$ cat src/rtl/seq_0001_gen.sv
// ---------------------------------------------------------------------------
// seq_0001_gen
// Serial pattern generator. On a start request it transmits rep_cnt frames
// of PATTERN (MSB first) on x, separated by a one-cycle idle gap, then
// pulses done for one cycle. Receiver back-pressure (ready=0) freezes the
// line, and abort cancels the transmission without a done pulse.
//
// Ports:
//   clk      in   single clock, rising edge
//   rst      in   synchronous active-low reset
//   start    in   request a transmission (sampled only in IDLE)
//   rep_cnt  in   [REP_W-1:0] number of frames, captured with start
//   ready    in   receiver can accept a bit; low stalls shifting
//   abort    in   cancel the transmission in progress
//   x        out  serial line, idle level 1
//   x_vld    out  x carries a pattern bit this cycle
//   busy     out  transmission in progress
//   done     out  one-cycle pulse after the last frame
// ---------------------------------------------------------------------------
module seq_0001_gen #(
    parameter int                 PAT_LEN = 4,
    parameter logic [PAT_LEN-1:0] PATTERN = 4'b0001,
    parameter int                 REP_W   = 4
) (
    input  logic             clk,
    input  logic             rst,
    input  logic             start,
    input  logic [REP_W-1:0] rep_cnt,
    input  logic             ready,
    input  logic             abort,
    output logic             x,
    output logic             x_vld,
    output logic             busy,
    output logic             done
);

    localparam int               IDX_W    = (PAT_LEN > 1) ? $clog2(PAT_LEN) : 1;
    localparam logic [IDX_W-1:0] LAST_IDX = IDX_W'(PAT_LEN - 1);

    typedef enum logic [1:0] {
        IDLE  = 2'd0,
        SHIFT = 2'd1,
        GAP   = 2'd2,
        DONE  = 2'd3
    } state_t;

    state_t             state;
    logic [REP_W-1:0]   frames;
    logic [IDX_W-1:0]   idx;
    // Holds the bits still to be sent after the one currently on x,
    // left-aligned so the next bit is always the MSB.
    logic [PAT_LEN-1:0] shreg;

    // Single-process Moore FSM: every output is a register updated together
    // with the state, so each output reflects the state being entered.
    always_ff @(posedge clk) begin
        if (!rst) begin
            state  <= IDLE;
            frames <= '0;
            idx    <= '0;
            shreg  <= '0;
            x      <= 1'b1;
            x_vld  <= 1'b0;
            busy   <= 1'b0;
            done   <= 1'b0;
        end else begin
            case (state)
                IDLE: begin
                    x     <= 1'b1;
                    x_vld <= 1'b0;
                    busy  <= 1'b0;
                    done  <= 1'b0;
                    if (start) begin
                        if (rep_cnt != '0) begin
                            frames <= rep_cnt;
                            idx    <= '0;
                            shreg  <= PATTERN << 1;
                            x      <= PATTERN[PAT_LEN-1];
                            x_vld  <= 1'b1;
                            busy   <= 1'b1;
                            state  <= SHIFT;
                        end else begin
                            // Zero frames requested: report completion
                            // immediately without touching the line.
                            done  <= 1'b1;
                            state <= DONE;
                        end
                    end
                end

                SHIFT: begin
                    if (abort) begin
                        frames <= '0;
                        idx    <= '0;
                        x      <= 1'b1;
                        x_vld  <= 1'b0;
                        busy   <= 1'b0;
                        state  <= IDLE;
                    end else if (ready) begin
                        if (idx == LAST_IDX) begin
                            // Frame complete; the counter saturates at zero.
                            frames <= (frames != '0) ? frames - REP_W'(1) : frames;
                            idx    <= '0;
                            x      <= 1'b1;
                            x_vld  <= 1'b0;
                            if (frames > REP_W'(1)) begin
                                state <= GAP;
                            end else begin
                                busy  <= 1'b0;
                                done  <= 1'b1;
                                state <= DONE;
                            end
                        end else begin
                            idx   <= idx + IDX_W'(1);
                            x     <= shreg[PAT_LEN-1];
                            shreg <= shreg << 1;
                        end
                    end
                end

                GAP: begin
                    // The gap always lasts one cycle regardless of ready.
                    if (abort) begin
                        frames <= '0;
                        idx    <= '0;
                        x      <= 1'b1;
                        x_vld  <= 1'b0;
                        busy   <= 1'b0;
                        state  <= IDLE;
                    end else begin
                        idx   <= '0;
                        shreg <= PATTERN << 1;
                        x     <= PATTERN[PAT_LEN-1];
                        x_vld <= 1'b1;
                        state <= SHIFT;
                    end
                end

                DONE: begin
                    done  <= 1'b0;
                    busy  <= 1'b0;
                    x     <= 1'b1;
                    x_vld <= 1'b0;
                    state <= IDLE;
                end

                default: begin
                    state <= IDLE;
                end
            endcase
        end
    end

endmodule

$ cat config.mk
export PLATFORM = sky130hd
export DESIGN_NAME = seq_0001_gen
export DESIGN_NICKNAME = d
export VERILOG_FILES = /design/src/rtl/seq_0001_gen.sv
export SDC_FILE = /design/constraint.sdc
export NUM_CORES = 1
export LEC_CHECK = 0
export ABC_CLOCK_PERIOD_IN_PS = 5400
export CORE_MARGIN = 1.5
export CORE_UTILIZATION = 57
export DETAILED_ROUTE_END_ITERATION = 8
export PLACE_DENSITY = 0.8
export SLEW_MARGIN = 20
export SYNTH_ARGS = -nofsm -noshare
export SYNTH_HDL_FRONTEND = slang
export SYNTH_SLANG_ARGS = --single-unit
$ cat constraint.sdc
create_clock -name clk -period 5.4 [get_ports clk]
set_input_delay 1.08 -clock clk [delete_from_list [all_inputs] [get_ports clk]]
set_output_delay 1.08 -clock clk [all_outputs]
set_load 0.05 [all_outputs]
==> results.toml <==
[outcome]
outcome = "complete, no violations"

[global_routing]
track_usage = 0.250
antenna_found_initial = 0
grt_pass1_wl_um = 3620
grt_overflow = 0
grt_pass1_vias = 774
grt_max_degree = 16

[drt]
wl_um = 2070
wl_per_cell_um = 14.2
drc = 0
drtIter0Drc = 49
ant_nets = 0
dr.pass1.iters = 4
num_vias = 943
via_per_inst = 6.46

[clock_network]
tritoncts = "built"
cts.sinks = 15
cts_root_buf = "clkbuf_4"
clk-insertion-delay-late_ps = 290
htreeDepth = 1
cts_setup_buffers = 0
cts_buffers = 3
clkTransAtPathRegs_ps = 90
cts_buffer_depth = 2
ctsHoldBuffers = 0
post_cts_resize_count = 0

[timing]
worstMarginPinSlew_ps = 658
setup_ws_ps = 2700
fin_crit_sh = 0.499
relSlewSlack = 0.561
hold_viol = 0
clock.fmax_ghz = 0.371
maxSlewViolCount = 0
finalClockSkew_ps = 2.63
tns_ps = 0
rsz0062_at_grt = "false"
setup-violations-final = 0
finalCriticalPeriod_ps = 2700

[worst_setup_path]
endpoint_kind = "flip-flop"
critPathMaxFanout = 10
required_ps = 5580
cp_data_arrival_time_ps = 2880
r2r_start = "state[1]"
path_class = "in2reg"
cp-start-kind = "input pin"
startpoint = "abort"

[synthesis]
synth_ff_type = "dfxtp_1"
synth_nets = 135
syn_area_um2 = 966
ys_types = 38
postSynthAreaPerCell_um2 = 8.19
yosys_warnings = 0
async_flop_share = 0
synth-edff-count = 0
synth-seq-cells = 15
synth_seq_area_share = 0.311
synth_cells = 118

[hold_path]
hold_class = "reg2reg"
hold_start = "busy"

[floorplanning]
start_util = 0.627
pin_count = 13
num_rows = 14
fp.dieH_um = 44.2
core_area_um2 = 1540
dieArea_um2 = 1950
die_w_um = 44.2

[placed_design]
port-buffer-count = 12
dp.final_hpwl_um = 1570
pre_cts_slack_ps = 2440
gp_congestion = 0.916
dp_cells = 142

[pwr]
ir_drop_uv = 168
power.density_nw_per_um2 = 339
p_leak_nw = 0.440
total_power_mw = 0.378

[cells_and_area]
final_util = 0.723
fill_cells = 120
stdcell_count = 146
fin_nets = 148
area_growth_pct = 15.4
antenna_cells = 0
drive_gt1_frac = 0.0615

[flow_run]
max_cap_violations = 0
[layout by cell type, fill, tap and decap left out, types with 4 or more instances in the layout]
cell             count
dfxtp_1             15
clkdlybuf4s50_1     12
nand2_1             11
inv_1               10
nor2_1              10
a21oi_1              8
ha_1                 8
mux2i_1              5
nand3_1              4
a31oi_1              4
[cell usage after synthesis, types with 2 or more instances]
| cell | n | area share |
|---|---|---|
| a2bb2oi_1 | 2 | 0.018 |
| nand4_1 | 2 | 0.013 |
| o21ai_0 | 2 | 0.010 |
| ha_1 | 8 | 0.10 |
| nand3_1 | 4 | 0.021 |
| o31ai_1 | 3 | 0.023 |
| a21oi_1 | 8 | 0.041 |
| o22ai_1 | 2 | 0.013 |
| dfxtp_1 | 15 | 0.31 |
| mux2i_1 | 5 | 0.052 |
| buf_2 | 3 | 0.016 |
| nor2b_1 | 2 | 0.013 |
| a31oi_1 | 4 | 0.026 |
| inv_1 | 10 | 0.039 |
| nor2_1 | 10 | 0.039 |
| nor3_1 | 3 | 0.016 |
| a211oi_1 | 2 | 0.016 |
| a311oi_1 | 3 | 0.027 |
| nand2_1 | 11 | 0.043 |
[report_power, final]
part	leakage, nW	internal, mW	switching [mW]	total, mW
Combinational	0.299	0.0724	0.0963	0.169
Sequential	0.123	0.127	0.0150	0.142
Clock	0.0177	0.0276	0.0392	0.0667
Total	0.440	0.227	0.151	0.378
[registers in the layout (all words and copies together) (netlist names)]
name,flops
shreg,3
state,2
x,1
busy,1
done,1
x_vld,1
frames,4
idx,2
[critical path: stages]
cell	delay, ps
clkdlybuf4s50_1	640
nor2b_1	180
a22oi_1	540
and3_4	340
a311oi_1	90
[layout make-up]
class	instances	area, um^2	share of cell area
Multi-Input combinational cell	89	609	0.547
Sequential cell	15	300	0.269
Timing Repair Buffer	12	120	0.108
Inverter	10	37.5	0.0337
Clock buffer	3	22.5	0.0202
Tap cell	16	20.0	0.0180
Clock inverter	1	5.00	0.00449
[worst paths after layout]
check | slack [ps] | cells after the start | end
worst min register to register | 460 | 2 | busy
worst min-delay path | 460 | 2 | busy
worst max register to register | 3260 | 6 | frames[1]
worst max-delay path | 2700 | 5 | frames[1]
[cells by family (layout without fill, tap and decap cells)]
logic type | Yosys count | in the layout | share of synthesized area
xor+xnor | 2 | 2 | 0.0181
simple gates | 40 | 40 | 0.207
compound gates | 34 | 34 | 0.250
mux | 5 | 5 | 0.0518
flops | 15 | 15 | 0.311
buf+inv | 14 | 26 | 0.0583
fa+ha+maj | 8 | 8 | 0.104
[routing by layer]
layer,track usage,part of all wire,vias to the layer above
met5,0,0,-
met4,0.0909,0.029,0
met3,0.0490,0.078,10
met2,0.344,0.41,49
met1,0.381,0.49,425
li1,-,-,459
[metrics by stage]
| stage | cell area, um^2 | hold WS (ps) |
|---|---|---|
| 5_1_grt | 1110 | 498 |
| 2_1_floorplan | 966 | 435 |
| 6_report | 1110 | 465 |
| 3_5_place_dp | 1090 | 459 |
| 3_3_place_gp | 1090 | 443 |
| 4_1_cts | 1110 | 471 |
(Power assumes the default switching activity.)
